[src/rtl/mem_cond_branch_if.sv]
// Command, memory-read and result signals of the load-and-branch unit.
// slave is the unit itself; master is the pipeline/memory side that drives it.
interface mem_cond_branch_if #(
  parameter int DATA_WIDTH = 32,
  parameter int ADDR_WIDTH = 32
);
  logic                  start;
  logic [2:0]            cond;
  logic [ADDR_WIDTH-1:0] base;
  logic [15:0]           offset;
  logic [ADDR_WIDTH-1:0] pc_plus4;
  logic [ADDR_WIDTH-1:0] target;
  logic                  mem_req;
  logic [ADDR_WIDTH-1:0] mem_addr;
  logic                  mem_ready;
  logic [DATA_WIDTH-1:0] mem_rdata;
  logic                  busy;
  logic                  done;
  logic                  taken;
  logic                  fault;
  logic [ADDR_WIDTH-1:0] next_pc;
  logic [DATA_WIDTH-1:0] load_value;
  logic                  rf_we;

  modport master (
    output start, cond, base, offset, pc_plus4, target, mem_ready, mem_rdata,
    input  mem_req, mem_addr, busy, done, taken, fault, next_pc, load_value, rf_we
  );

  modport slave (
    input  start, cond, base, offset, pc_plus4, target, mem_ready, mem_rdata,
    output mem_req, mem_addr, busy, done, taken, fault, next_pc, load_value, rf_we
  );
endinterface

[src/rtl/mem_cond_branch.sv]
// Loads one word at base+offset, tests it against cond and selects target or pc_plus4.
// start->done takes 2 + wait cycles (1 on misaligned address); start is ignored while busy.
module mem_cond_branch #(
  parameter int DATA_WIDTH = 32,
  parameter int ADDR_WIDTH = 32,
  parameter int TIMEOUT    = 15
) (
  input  logic             clk,
  input  logic             reset,
  mem_cond_branch_if.slave bus
);

  localparam int         ALIGN_BITS = $clog2(DATA_WIDTH / 8);
  localparam logic [7:0] WAIT_LAST  = 8'(TIMEOUT - 1);

  typedef enum logic [1:0] {ST_IDLE, ST_REQ, ST_WAIT, ST_DONE} state_t;

  state_t                r_state;
  logic [2:0]            r_cond;
  logic [ADDR_WIDTH-1:0] r_pc_plus4;
  logic [ADDR_WIDTH-1:0] r_target;
  logic [7:0]            r_wait_cnt;
  logic                  r_busy;
  logic                  r_done;
  logic                  r_taken;
  logic                  r_fault;
  logic                  r_rf_we;
  logic                  r_mem_req;
  logic [ADDR_WIDTH-1:0] r_mem_addr;
  logic [ADDR_WIDTH-1:0] r_next_pc;
  logic [DATA_WIDTH-1:0] r_load_value;

  logic [ADDR_WIDTH-1:0] w_offset_sext;
  logic [ADDR_WIDTH-1:0] w_addr;
  logic                  w_misaligned;
  logic                  w_cond_hit;

  // Zero counts as neither negative nor positive; the sign bit alone marks negative.
  function automatic logic cond_eval(input logic [2:0] c, input logic [DATA_WIDTH-1:0] v);
    logic is_neg;
    logic is_zero;
    logic hit;
    is_neg  = v[DATA_WIDTH-1];
    is_zero = (v == '0);
    hit     = 1'b0;
    case (c)
      3'd0:    hit = is_neg;
      3'd1:    hit = is_zero;
      3'd2:    hit = !is_zero;
      3'd3:    hit = !is_neg && !is_zero;
      3'd4:    hit = !is_neg;
      3'd5:    hit = is_neg || is_zero;
      3'd6:    hit = 1'b1;
      default: hit = 1'b0;
    endcase
    return hit;
  endfunction

  assign w_offset_sext = {{(ADDR_WIDTH-16){bus.offset[15]}}, bus.offset};
  assign w_addr        = bus.base + w_offset_sext;
  assign w_misaligned  = |w_addr[ALIGN_BITS-1:0];
  assign w_cond_hit    = cond_eval(r_cond, bus.mem_rdata);

  always_ff @(posedge clk) begin
    if (reset) begin
      r_state      <= ST_IDLE;
      r_cond       <= '0;
      r_pc_plus4   <= '0;
      r_target     <= '0;
      r_wait_cnt   <= '0;
      r_busy       <= 1'b0;
      r_done       <= 1'b0;
      r_taken      <= 1'b0;
      r_fault      <= 1'b0;
      r_rf_we      <= 1'b0;
      r_mem_req    <= 1'b0;
      r_mem_addr   <= '0;
      r_next_pc    <= '0;
      r_load_value <= '0;
    end else begin
      // Single-cycle pulses fall back to zero unless a transition below re-arms them.
      r_done     <= 1'b0;
      r_rf_we    <= 1'b0;
      r_mem_req  <= 1'b0;
      r_mem_addr <= '0;
      case (r_state)
        ST_IDLE: begin
          if (bus.start) begin
            r_cond     <= bus.cond;
            r_pc_plus4 <= bus.pc_plus4;
            r_target   <= bus.target;
            r_busy     <= 1'b1;
            r_taken    <= 1'b0;
            if (w_misaligned) begin
              r_state   <= ST_DONE;
              r_fault   <= 1'b1;
              r_done    <= 1'b1;
              r_next_pc <= bus.pc_plus4;
            end else begin
              r_state    <= ST_REQ;
              r_fault    <= 1'b0;
              r_mem_req  <= 1'b1;
              r_mem_addr <= w_addr;
            end
          end
        end
        ST_REQ: begin
          r_state    <= ST_WAIT;
          r_wait_cnt <= '0;
        end
        ST_WAIT: begin
          if (bus.mem_ready) begin
            r_state      <= ST_DONE;
            r_load_value <= bus.mem_rdata;
            r_taken      <= w_cond_hit;
            r_next_pc    <= w_cond_hit ? r_target : r_pc_plus4;
            r_done       <= 1'b1;
            r_rf_we      <= 1'b1;
          end else if (r_wait_cnt == WAIT_LAST) begin
            // Give up; load_value keeps whatever the last good read left there.
            r_state   <= ST_DONE;
            r_fault   <= 1'b1;
            r_taken   <= 1'b0;
            r_next_pc <= r_pc_plus4;
            r_done    <= 1'b1;
          end else begin
            r_wait_cnt <= r_wait_cnt + 8'd1;
          end
        end
        ST_DONE: begin
          r_state <= ST_IDLE;
          r_busy  <= 1'b0;
        end
        default: begin
          r_state <= ST_IDLE;
          r_busy  <= 1'b0;
        end
      endcase
    end
  end

  assign bus.mem_req    = r_mem_req;
  assign bus.mem_addr   = r_mem_addr;
  assign bus.busy       = r_busy;
  assign bus.done       = r_done;
  assign bus.taken      = r_taken;
  assign bus.fault      = r_fault;
  assign bus.next_pc    = r_next_pc;
  assign bus.load_value = r_load_value;
  assign bus.rf_we      = r_rf_we;

endmodule

[src/flat_wrapper.sv]
// flat-port wrapper written by rule: the top's interface ports become plain ports
module mem_cond_branch_flat 
#(
  parameter int DATA_WIDTH = 32,
  parameter int ADDR_WIDTH = 32,
  parameter int TIMEOUT    = 15
)
  (clk, reset, bus_start, bus_cond, bus_base, bus_offset, bus_pc_plus4, bus_target, bus_mem_ready, bus_mem_rdata, bus_mem_req, bus_mem_addr, bus_busy, bus_done, bus_taken, bus_fault, bus_next_pc, bus_load_value, bus_rf_we);
  mem_cond_branch_if #(.DATA_WIDTH(DATA_WIDTH), .ADDR_WIDTH(ADDR_WIDTH)) bus_i ();
  input  logic clk;
  input  logic reset;
  input wire logic [$bits(bus_i.start)-1:0] bus_start;
  input wire logic [$bits(bus_i.cond)-1:0] bus_cond;
  input wire logic [$bits(bus_i.base)-1:0] bus_base;
  input wire logic [$bits(bus_i.offset)-1:0] bus_offset;
  input wire logic [$bits(bus_i.pc_plus4)-1:0] bus_pc_plus4;
  input wire logic [$bits(bus_i.target)-1:0] bus_target;
  input wire logic [$bits(bus_i.mem_ready)-1:0] bus_mem_ready;
  input wire logic [$bits(bus_i.mem_rdata)-1:0] bus_mem_rdata;
  output wire logic [$bits(bus_i.mem_req)-1:0] bus_mem_req;
  output wire logic [$bits(bus_i.mem_addr)-1:0] bus_mem_addr;
  output wire logic [$bits(bus_i.busy)-1:0] bus_busy;
  output wire logic [$bits(bus_i.done)-1:0] bus_done;
  output wire logic [$bits(bus_i.taken)-1:0] bus_taken;
  output wire logic [$bits(bus_i.fault)-1:0] bus_fault;
  output wire logic [$bits(bus_i.next_pc)-1:0] bus_next_pc;
  output wire logic [$bits(bus_i.load_value)-1:0] bus_load_value;
  output wire logic [$bits(bus_i.rf_we)-1:0] bus_rf_we;
  assign bus_i.start = bus_start;
  assign bus_i.cond = bus_cond;
  assign bus_i.base = bus_base;
  assign bus_i.offset = bus_offset;
  assign bus_i.pc_plus4 = bus_pc_plus4;
  assign bus_i.target = bus_target;
  assign bus_i.mem_ready = bus_mem_ready;
  assign bus_i.mem_rdata = bus_mem_rdata;
  assign bus_mem_req = bus_i.mem_req;
  assign bus_mem_addr = bus_i.mem_addr;
  assign bus_busy = bus_i.busy;
  assign bus_done = bus_i.done;
  assign bus_taken = bus_i.taken;
  assign bus_fault = bus_i.fault;
  assign bus_next_pc = bus_i.next_pc;
  assign bus_load_value = bus_i.load_value;
  assign bus_rf_we = bus_i.rf_we;
  mem_cond_branch #(.DATA_WIDTH(DATA_WIDTH), .ADDR_WIDTH(ADDR_WIDTH), .TIMEOUT(TIMEOUT)) u_core (.clk(clk), .reset(reset), .bus(bus_i));
endmodule
[config.mk]
export PLATFORM = sky130hd
export DESIGN_NAME = mem_cond_branch_flat
export DESIGN_NICKNAME = d
export VERILOG_FILES = /design/src/rtl/mem_cond_branch_if.sv /design/src/rtl/mem_cond_branch.sv /design/src/flat_wrapper.sv
export SDC_FILE = /design/constraint.sdc
export NUM_CORES = 1
export LEC_CHECK = 0
export ABC_AREA = 1
export ABC_CLOCK_PERIOD_IN_PS = 3300
export BUFFER_PORTS_ARGS = -buffer_cell sky130_fd_sc_hd__buf_2
export CAP_MARGIN = 20
export CORE_MARGIN = 2
export CORE_UTILIZATION = 57
export CTS_CLUSTER_DIAMETER = 80
export DETAILED_ROUTE_END_ITERATION = 8
export HOLD_SLACK_MARGIN = 0.1
export PLACE_DENSITY = 0.87
export SYNTH_ARGS = -nofsm -noshare
export SYNTH_HDL_FRONTEND = slang
export SYNTH_SLANG_ARGS = --single-unit
[constraint.sdc]
create_clock -name clk -period 3.3 [get_ports clk]
set_clock_uncertainty 0.15 [all_clocks]
set_input_delay 0.165 -clock clk [delete_from_list [all_inputs] [get_ports clk]]
set_output_delay 0.165 -clock clk [all_outputs]
set_load 0.1 [all_outputs]
==> reports/results.txt, run 1 <==
Outcome = finished, final reports clean
Die Wd = 128 µm
Worst endpoint data arrival time = 3.25 ns
Worst IR Drop VDD = 0.000714 V
Largest net degree at the start of global routing = 100
Total number of yosys warnings = 0
Hold Fails Final Rpt = 0
Final ANT Viol Nets = 0
Clock power share = 19.9%
Core Area = 15100 µm²
Layout cells sized above 1 = 19.8%
Top-count cell post-synth = a21oi_1
Syn_area_per_cell = 7.12 µm²
Minimum clock period = 3.08 ns
Net Switching = 5300 µW
Total gr overflow = 0
WL per Instance = 16.3 µm
TritonCTS clock tree = built
PwrDens = 845 nW/µm²
F_max = 0.325 GHz
Fin nets = 1776
Total GRT Usage = 34.6%
DR pass1 iterations = 8
Setup crit start kind = flip-flop
FF+latch count, synth = 179
Asr flop ratio synth = 0%
Final HPWL DP = 17200 µm
Via count = 10.2k
Die area = 16400 µm²
Number of DRC markers in iteration 0 = 858
Clk slew on worst S/H paths = 0.08 ns
Final Core Density = 79.1%
Final cycle utilization of the critical path = 93.3%
CP Data Required Time = 3.47 ns
Clock tree sinks = 179
Synth Flop Type = dfxtp_1
I/O pin count = 253
Gate Count Post-Synth = 1235
CTS max path bufs = 2
Number of port buffers = 252
Root Buffer = clkbuf_16
Vias in the first global route = 9835
First-pass GRT wire length = 45700 µm
Post-synth EDFFs = 0
Cell Count Post-Placement = 1624
Postcts setup bufs = 0
Final setup fails = 0
Setup TNS = 0 ns
Starting Density = 58.0%
TritonCTS Buffers = 17
Switch share = 52.4%
Synth cell types = 42
Fill cells = 992
Worst-path maximum fanout = 33
Area growth, synth to finish = 36.2%
Final Wtd Congestion = 1.01
P_int = 4820 µW
Slew HR = 44.7%
N_diodes = 0
Clk_lat worst skew = 0.44 ns
MaxCap Viol Count = 0
CTS H-Tree Depth = 4
Final WL = 29100 µm
Worst Hold Class = in -> reg
Worst Setup Path Type = reg -> reg
P_leak = 0.00564 µW
Worst slew pin tran = 0.830 ns
Power Total = 10100 µW
Combinational Power Share = 50.6%
Seq pwr share = 29.5%
Synthesized area = 8790 µm²
Initial antenna violation count = 0
Area leader, netlist = dfxtp_1
Slew Viols, Final = 0
Register area share after synthesis = 40.8%
DR DRC count = 0
Top cell type's share of synthesized area = 40.8%
Die height = 128 µm
Critical Path End Type = flip-flop
# resized after CTS = 0
Most frequent cells after synthesis = a21oi_1, dfxtp_1, o21ai_0
RSZ-0062 raised after global routing = false
Final std cells w/o fill = 1788
Area contributors post-synth = dfxtp_1, a21oi_1, o21ai_0
Std-Cell Rows = 45
Detail-routed via count per cell = 5.72
==> layer usage <==
metal / track usage [%] / part of all wire (%) / vias to the layer above
met5: 0 / 0 / -
met4: 21.9 / 6.0 / 0
met3: 7.18 / 8.3 / 178
met2: 57.9 / 47 / 622
met1: 40.3 / 38 / 4592
li1: - / - / 4827
==> through the flow <==
step | instance area, µm² | setup slack [ns] | hold slack, ns
final | 12000 | 0.222 | 0.0861
after global routing | 12000 | 0.0577 | 0.132
after CTS | 12000 | 0.285 | 0.100
after detailed placement | 10100 | 0.312 | 0.268
after global placement | 10100 | 0.424 | 0.265
after floorplan | 8790 | 1.27 | 0.143
==> power groups by stage <==
stage	registers [µW]	clock network [µW]	logic, µW
global placement	2980	0	4770
global route	3010	2100	5430
finish	2980	2010	5120
CTS	2950	2010	5000
detailed placement	2980	0	4850
floorplan	5130	0	1850
==> path summary, 6_finish.rpt <==
check	from	endpoint	slack (ns)	cells after the start
min reg2reg	u_core.r_pc_plus4[30]	u_core.r_pc_plus4[30]	0.31	2
max reg2reg	u_core.r_state[0]	u_core.bus.next_pc[12]	0.22	10
max	u_core.r_state[0]	u_core.bus.next_pc[12]	0.22	10
min	bus_base[18]	u_core.bus.mem_addr[18]	0.09	5
==> cells by family after synthesis <==
kind of cell | count (synthesis) | share of synthesized area [%]
fa+ha+maj | 38 | 5.49
flops | 179 | 40.8
buf+inv | 207 | 9.49
simple gates | 400 | 19.6
xor+xnor | 8 | 0.797
other cells | 1 | 0.0427
compound gates | 402 | 23.8
==> critical path: stages (launching register included) <==
cell and delay (ns):
dfxtp_1 0.39, inv_1 0.08, ha_1 0.28, inv_1 0.12, nor2_1 0.08, nor2_2 0.19, o21ai_2 0.12, nor2_4 0.61
inv_2 0.47, a21oi_1 0.32, a21oi_1 0.12
==> registers in the layout (all words and copies together), names as in the netlist <==
| signal | flops |
|---|---|
| u_core.r_target | 32 |
| u_core.bus.next_pc | 32 |
| u_core.bus.fault | 1 |
| u_core.r_cond | 3 |
| u_core.r_wait_cnt | 8 |
| u_core.bus.mem_req | 1 |
| u_core.bus.done | 1 |
| u_core.bus.rf_we | 1 |
| u_core.bus.taken | 1 |
| u_core.bus.load_value | 32 |
| u_core.bus.mem_addr | 32 |
| u_core.r_pc_plus4 | 32 |
| u_core.bus.busy | 1 |
| u_core.r_state | 2 |
==> area by class of cell <==
class                   instances  area [µm²]  area share (%)
flip-flops and latches        179        3580            29.9
clock inverters                15         150            1.25
well taps                     188         235            1.96
repair buffers                393        2650            22.1
inverters                     146         548            4.58
multi-input cells             850        4380            36.6
clock buffers                  17         425            3.55
==> cell usage in the layout, fill, tap and decap left out, drive strengths merged <==
master       synthesis  routed
conb                 1       2
inv                145     152
dlygate4sd3          0     132
dfxtp              179     179
xor2                 7       7
nor3b                2       2
o221ai               1       1
nor2               124     124
clkinvlp             0       3
a31oi                1       1
nand2              146     146
fa                   1       1
a311oi               1       1
o211ai               1       1
xnor2                1       1
nor3                11      11
clkbuf              42      17
o21bai               4       4
o21a                 3       3
ha                  37      37
o21ai              161     161
a21o                 8       8
clkinv               1       5
or2                 11      11
nor4                 3       3
nand4               13      13
bufinv               0       1
nand3               89      89
and3                 1       1
a211oi               3       3
a21boi               3       3
a21oi              216     216
buf                 19     261
==> timing repair <==
action                     CTS  global route
setup endpoints to repair    0             0
hold buffers               132             0
hold endpoints to repair   162             0
Note: power is estimated with default switching activity, not from simulation.
==> run 2: changes to the inputs <==
--- a/config.mk
+++ b/config.mk
@@ -5,16 +5,16 @@
 export SDC_FILE = /design/constraint.sdc
 export NUM_CORES = 1
 export LEC_CHECK = 0
-export ABC_AREA = 1
+export ABC_AREA = 0
 export ABC_CLOCK_PERIOD_IN_PS = 3300
 export BUFFER_PORTS_ARGS = -buffer_cell sky130_fd_sc_hd__buf_2
 export CAP_MARGIN = 20
 export CORE_MARGIN = 2
-export CORE_UTILIZATION = 57
+export CORE_UTILIZATION = 55
 export CTS_CLUSTER_DIAMETER = 80
 export DETAILED_ROUTE_END_ITERATION = 8
 export HOLD_SLACK_MARGIN = 0.1
-export PLACE_DENSITY = 0.87
+export PLACE_DENSITY = 0.85
 export SYNTH_ARGS = -nofsm -noshare
 export SYNTH_HDL_FRONTEND = slang
 export SYNTH_SLANG_ARGS = --single-unit
==> run 2 against run 1 <==
Effect of this change: sequential share of layout area grew 1.4 points; combinational power is 26% lower; synthesized area decreased by 8.7%; critical path type is now in -> reg; synthesized cell count fell by 17%; core utilization grew 0.52 points; sequential power is 7.0% lower; clock power is 2% lower.
==> reports/results.txt, run 2 <==
Outcome = finished, final reports clean
Worst path most repeated cell = a21o_1
Area leader, netlist = dfxtp_1
Total gr overflow = 0 (unchanged)
Die area = 15600 µm² (-5.2%)
I/O pin count = 253 (unchanged)
Largest net degree at the start of global routing = 85 (-15%)
First-pass GRT wire length = 43600 µm (-4.7%)
Slew Viols, Final = 0 (unchanged)
Slew HR = 39.2% (-5.5 points)
Clock tree sinks = 179 (unchanged)
Final cycle utilization of the critical path = 85.8% (-7.5 points)
WL per Instance = 17.1 µm (+5.2%)
Worst slew pin tran = 0.911 ns (+0.0818 ns)
Postcts setup bufs = 0 (unchanged)
Detail-routed via count per cell = 5.79 (+1.3%)
Die Wd = 125 µm (-2.6%)
Top-count cell post-synth = nand2_1
Most frequent cells in the layout = nand2_1, buf_2, dfxtp_1
Post-synth EDFFs = 0 (unchanged)
Starting Density = 55.9% (-2.2 points)
PwrDens = 746 nW/µm² (-12%)
Metal3 WL = 2150 µm (-11%)
Asr flop ratio synth = 0% (unchanged)
DR DRC count = 0 (unchanged)
Top cell type's share of synthesized area = 44.6% (+3.9 points)
Final setup fails = 0 (unchanged)
Final ANT Viol Nets = 0 (unchanged)
TritonCTS Buffers = 17 (unchanged)
FF+latch count, synth = 179 (unchanged)
DR pass1 iterations = 6 (-2)
Vias in the first global route = 9177 (-6.7%)
RSZ-0062 raised after global routing = false
Area contributors post-synth = dfxtp_1, nand2_1, a21oi_1
Fin nets = 1583 (-11%)
Minimum clock period = 2.83 ns (-0.247 ns)
Worst IR Drop VDD = 0.000557 V (-22%)
Die height = 125 µm (-2.6%)
Via count = 9239 (-9.6%)
CTS max path bufs = 2 (unchanged)
Metal2 WL = 13700 µm (-0.19%)
Synth cell types = 58 (+38%)
Core Area = 14400 µm² (-5.1%)
Gate Count Post-Synth = 1023 (-17%)
Std-Cell Rows = 44 (-2.2%)
CTS H-Tree Depth = 4 (unchanged)
Area growth, synth to finish = 42.5%
Critical Path End Type = flip-flop
Crit-path slowest cell = dlygate4sd3_1
Worst endpoint data arrival time = 3.04 ns (-0.21 ns)
Number of port buffers = 252 (unchanged)
Largest stage delay, worst path = 0.53 ns (-0.08 ns)
Synthesized area = 8030 µm² (-8.7%)
Hold Fails Final Rpt = 0 (unchanged)
Root Buffer = clkbuf_16
F_max = 0.353 GHz (+8.7%)
MaxCap Viol Count = 0 (unchanged)
Synth Flop Type = dfxtp_1
Clk slew on worst S/H paths = 0.07 ns (about the same)
Total GRT Usage = 34.1% (-0.40 points)
Number of DRC markers in iteration 0 = 921 (+7.3%)
Crit-path cells = dlygate4sd3_1 -> buf_2 -> ha_1 -> a21o_1 -> a21o_1 -> a211oi_1 -> a21oi_1 -> nand4b_1 -> and3_1 -> o21ai_0 -> mux2i_1
Setup crit start kind = input port
Initial antenna violation count = 4 (+4)
Total number of yosys warnings = 0 (unchanged)
Most frequent cells after synthesis = nand2_1, dfxtp_1, a21oi_1
Worst Setup Path Type = in -> reg
TritonCTS clock tree = built
Clk_lat worst skew = 0.43 ns (about the same)
Register area share after synthesis = 44.6% (+3.9 points)
Setup TNS = 0 ns (unchanged)
DRT met1 WL = 10100 µm (-9.4%)
Final WL = 27400 µm (-6.1%)
P_leak = 0.00512 µW (-9.3%)
Final HPWL DP = 15000 µm (-13%)
Hold slack = 0.132 ns (+0.0463 ns)
Final Wtd Congestion = 0.924 (-8.8%)
Worst-path maximum fanout = 5 (-85%)
CP Data Required Time = 3.51 ns (+0.04 ns)
Worst Hold Class = in -> reg
Commonest non-fill, non-tap cell in the layout = nand2_1
Syn_area_per_cell = 7.85 µm² (+10%)
Layout cells sized above 1 = 22.1% (+2.4 points)
Highest metal used = met4
==> run 2: cell count changes in the layout (fill, tap and decap cells not counted), sizes merged, moves of 31 or more <==
cell	previous run	this run
nand2	146	268
inv	152	24
nand3	89	10
o221ai	1	32
a21oi	216	133
nor2	124	86
o21ai	161	60
==> run 2: final timing paths <==
kind,start,endpoint,slack (ns),cells past startpoint
max reg2reg,u_core.r_state[1],u_core.bus.mem_addr[31],0.55,8
max,bus_base[9],u_core.bus.mem_addr[30],0.47,11
min,bus_base[12],u_core.bus.mem_addr[12],0.13,4
min reg2reg,u_core.bus.next_pc[3],u_core.bus.next_pc[3],0.30,2
==> run 2: worst max-delay path, delay by kind of cell <==
kind / cells / cell delay (ns)
fa+ha+maj: 1 / 0.33
buf+inv: 2 / 0.66
simple gates: 2 / 0.54
mux: 1 / 0.20
compound gates: 5 / 1.14
==> run 2: timing repair <==
item | 4_1_cts | 5_1_grt
hold endpoints to repair | 156 | 0
hold buffers | 142 | 0
gates resized for setup | 0 | 0
==> run 2: cell families after synthesis <==
family / count (synthesis) / synth area share [%]
flops: 179 / 44.6
compound gates: 276 / 20.7
buf+inv: 76 / 3.62
simple gates: 429 / 22.3
mux: 2 / 0.249
fa+ha+maj: 38 / 6.02
other cells: 1 / 0.0467
xor+xnor: 22 / 2.40
==> run 2: cell type report <==
cell class	instances	area [µm²]
diodes	5	12.5
clock buffers	19	443
clock inverters	13	125
fillers	922	2930
inverters	19	71.3
multi-input cells	769	4170
flip-flops and latches	179	3580
well taps	184	230
repair buffers	408	2800
==> run 2: per-stage QoR <==
| stage | total power [µW] | util, % | area [µm²] | cells | setup slack [ns] |
|---|---|---|---|---|---|
| floorplan | 5600 | - | 8030 | 1024 | 0.925 |
| global placement | 6280 | 65.7 | 9440 | 1417 | 0.594 |
| detailed placement | 6330 | 65.7 | 9440 | 1417 | 0.516 |
| CTS | 8440 | 79.5 | 11400 | 1591 | 0.513 |
| global route | 8890 | 79.6 | 11400 | 1595 | 0.224 |
| finish | 8540 | 79.6 | 11400 | 1596 | 0.469 |
==> run 2: report_power, final <==
part | internal, µW | total (µW) | switching, µW
Clock | 1070 | 1970 | 895
Combinational | 870 | 3800 | 2930
Sequential | 2550 | 2770 | 215
==> run 2: routing by layer <==
| metal | track usage (%) | vias to the layer above |
|---|---|---|
| met5 | 0 | - |
| met4 | 18.3 | 0 |
| met3 | 7.90 | 123 |
| met2 | 60.8 | 535 |
| met1 | 37.6 | 4298 |
| li1 | - | 4283 |
==> run 3: changes to the inputs <==
==> constraint.sdc (replaced) <==
create_clock -name clk -period 3.3 [get_ports clk]
set_clock_uncertainty 0.15 [all_clocks]
set_input_delay 0 -clock clk [delete_from_list [all_inputs] [get_ports clk]]
set_output_delay 0 -clock clk [all_outputs]
set_load 0.1 [all_outputs]
==> run 3 against run 2 <==
Effect of this change: the run now ends with setup timing left; combinational power is 8.4% higher; setup slack worse by 0.65 ns; first-iteration DRC count is 41% higher; sequential power hardly changed; die area stayed put; critical path depth is 2 higher; via count is 12% higher; design area is 7.9% higher; critical path type unchanged; critical endpoint is now u_core.bus.mem_addr[16]; largest cell class unchanged; highest routed layer unchanged.
==> reports/results.txt, run 3 (synthesis results as in run 2) <==
Fill cells = 749 (-19%)
Layout cells sized above 1 = 22.2% (+0.12 points)
Worst R2R Start = u_core.r_state[0]
DR DRC count = 0 (unchanged)
First-pass GRT wire length = 50400 µm (+16%)
DR pass1 iterations = 6 (unchanged)
Clock power share = 22.9% (-0.2 points)
CTS H-Tree Depth = 4 (unchanged)
R2R cell count = 9 (+1)
Core Area = 14400 µm² (unchanged)
RR Endpoint = u_core.bus.mem_addr[31]
Final HPWL DP = 15100 µm (+0.47%)
Slew Viols, Final = 0 (unchanged)
Largest net degree at the start of global routing = 71 (-16%)
F_max = 0.288 GHz (-19%)
P_leak = 0.00556 µW (+8.6%)
Multi-input logic area = 4280 µm² (+2.6%)
Worst-path maximum fanout = 4 (-1)
Hold Fails Final Rpt = 0 (unchanged)
Metal2 WL = 16200 µm (+18%)
Violated checks = setup timing
Clock tree sinks = 179 (unchanged)
Worst slew pin tran = 0.875 ns (-0.0367 ns)
Detail-routed via count per cell = 6.18 (+6.8%)
Number of port buffers = 252 (unchanged)
Total gr overflow = 0 (unchanged)
Clk slew on worst S/H paths = 0.07 ns (about the same)
Power Total = 8960 µW (+5.0%)
Setup crit start kind = input port
Depth of the worst hold-timing path = 5 (+1)
Metal3 WL = 3450 µm (+61%)
PwrDens = 726 nW/µm² (-2.7%)
Minimum clock period = 3.48 ns (+0.647 ns)
TritonCTS clock tree = built
Most frequent cells in the layout = nand2_1, buf_2, dlygate4sd3_1
Worst IR Drop VDD = 0.000616 V (+11%)
Worst Min Path Start = bus_offset[11]
Die area = 15600 µm² (unchanged)
Outcome = finished with violations
TritonCTS Buffers = 17 (unchanged)
Final WL = 33900 µm (+24%)
Reg2reg setup slack = 0.24 ns (-0.31 ns)
Cell Count Post-Placement = 1417 (unchanged)
Register Area = 3580 µm² (unchanged)
Vias in the first global route = 9976 (+8.7%)
Final Wtd Congestion = 0.928 (+0.41%)
MaxCap Viol Count = 0 (unchanged)
Combinational Power Share = 46.0% (+1.5 points)
Clk_lat worst skew = 0.43 ns (about the same)
Commonest non-fill, non-tap cell in the layout = nand2_1
Largest stage delay, worst path = 0.59 ns (+0.06 ns)
Starting Density = 55.9% (unchanged)
PnR worst setup slack = -0.178 ns (-0.647 ns)
Root Buffer = clkbuf_16
Via count = 10.3k (+12%)
Worst Setup Path Type = in -> reg
Hold Path Sink = u_core.bus.mem_addr[12]
Die Wd = 125 µm (unchanged)
Final cycle utilization of the critical path = 105% (+20 points)
CP Data Required Time = 3.50 ns (about the same)
Critical Path End Type = flip-flop
Std-Cell Rows = 44 (unchanged)
Total GRT Usage = 40.1% (+6.0 points)
Pre-CTS setup slack = 0.704 ns (+0.188 ns)
Setup crit start = bus_base[5]
Final std cells w/o fill = 1672 (+4.8%)
Crit-path slowest cell = dlygate4sd3_1
Switch share = 47.2% (-0.13 points)
Seq pwr share = 31.1% (-1.3 points)
Final Core Density = 85.9% (+6.3 points)
Worst Hold Class = in -> reg
Worst path most repeated cell = dlygate4sd3_1
CTS max path bufs = 2 (unchanged)
Die height = 125 µm (unchanged)
Final setup fails = 6 (+6)
RSZ-0062 raised after global routing = true
DRT met1 WL = 11300 µm (+12%)
Slew HR = 41.2% (+1.9 points)
Net Switching = 4230 µW (+4.7%)
Highest metal used = met4
P_int = 4740 µW (+5.3%)
Area growth, synth to finish = 53.7%
Crit-path cells = dlygate4sd3_1 -> buf_2 -> ha_1 -> dlygate4sd3_1 -> inv_1 -> nand2_1 -> o311ai_2 -> a21boi_2 -> o21ai_0 -> a21oi_1 -> o21ai_0 -> dlygate4sd3_1 -> nor3b_1
Number of DRC markers in iteration 0 = 1295 (+41%)
Initial antenna violation count = 3 (-1)
Fin nets = 1661 (+4.9%)
I/O pin count = 253 (unchanged)
Worst endpoint data arrival time = 3.68 ns (+0.64 ns)
Final ANT Viol Nets = 0 (unchanged)
WL per Instance = 20.3 µm (+18%)
## run 3: changes by cell type in the layout (fill, tap and decap cells not counted), sizes merged
| cell | before | now |
|---|---|---|
| buf | 266 | 267 |
| bufinv | 1 | 2 |
| clkbuf | 19 | 18 |
| clkinv | 6 | 5 |
| clkinvlp | 1 | 2 |
| diode | 5 | 3 |
| dlygate4sd3 | 142 | 219 |
## run 3: how the worst max path moves through the flow
stage | to | slack, ns | depth (start not counted)
detailed placement | u_core.bus.mem_addr[16] | 0.70 | 12
CTS | u_core.bus.mem_addr[16] | 0.09 | 13
floorplan | u_core.bus.mem_addr[29] | 1.09 | 9
global placement | u_core.bus.mem_addr[30] | 0.78 | 10
finish | u_core.bus.mem_addr[16] | -0.18 | 13
global route | u_core.bus.mem_addr[26] | -0.19 | 14
## run 3: worst max-delay path, delay by kind of cell
kind | cells | cell delay [ns]
AO/OA/AOI/OAI | 5 | 1.07
buffers and inverters | 5 | 1.97
AND/OR/NAND/NOR | 2 | 0.29
adder cells (fa/ha/maj) | 1 | 0.35
## run 3: timing repair
| item | CTS | global route |
|---|---|---|
| endpoints found under the hold margin | 171 | 0 |
| setup buffers | 0 | 1 |
| hold buffers | 219 | 0 |
| setup endpoints to repair | 0 | 9 |
| gates resized for setup | 0 | 22 |
## run 3: cell type report
| type | instances | area share [%] |
|---|---|---|
| Inverter | 19 | 0.578 |
| Antenna cell | 3 | 0.0608 |
| Timing Repair Buffer | 486 | 29.0 |
| Clock inverter | 14 | 1.22 |
| Tap cell | 184 | 1.87 |
| Multi-Input combinational cell | 769 | 34.7 |
| Sequential cell | 179 | 29.0 |
| Clock buffer | 18 | 3.56 |
## run 3: through the flow
stage               instance area (µm²)  setup TNS (ns)  hold WS (ns)
floorplan                          8030               0       -0.0140
global placement                   9440               0        0.0920
detailed placement                 9440               0        0.0986
CTS                               12200               0         0.107
global route                      12300          -0.799         0.164
finish                            12300          -0.477         0.177
## run 3: power groups by stage
| stage | clock network [µW] | logic (µW) | registers, µW |
|---|---|---|---|
| 6_report | 2060 | 4120 | 2790 |
| 5_1_grt | 2140 | 4300 | 2820 |
| 4_1_cts | 2050 | 3880 | 2750 |
| 3_5_place_dp | 0 | 3540 | 2800 |
| 3_3_place_gp | 0 | 3510 | 2770 |
| 2_1_floorplan | 0 | 1240 | 4360 |
## run 3: per-layer routing
metal / vias up / global-route usage [%]
met1: 4711 / 44.1
met2: 888 / 69.0
met5: - / 0
met3: 302 / 9.97
li1: 4438 / -
met4: 0 / 25.8
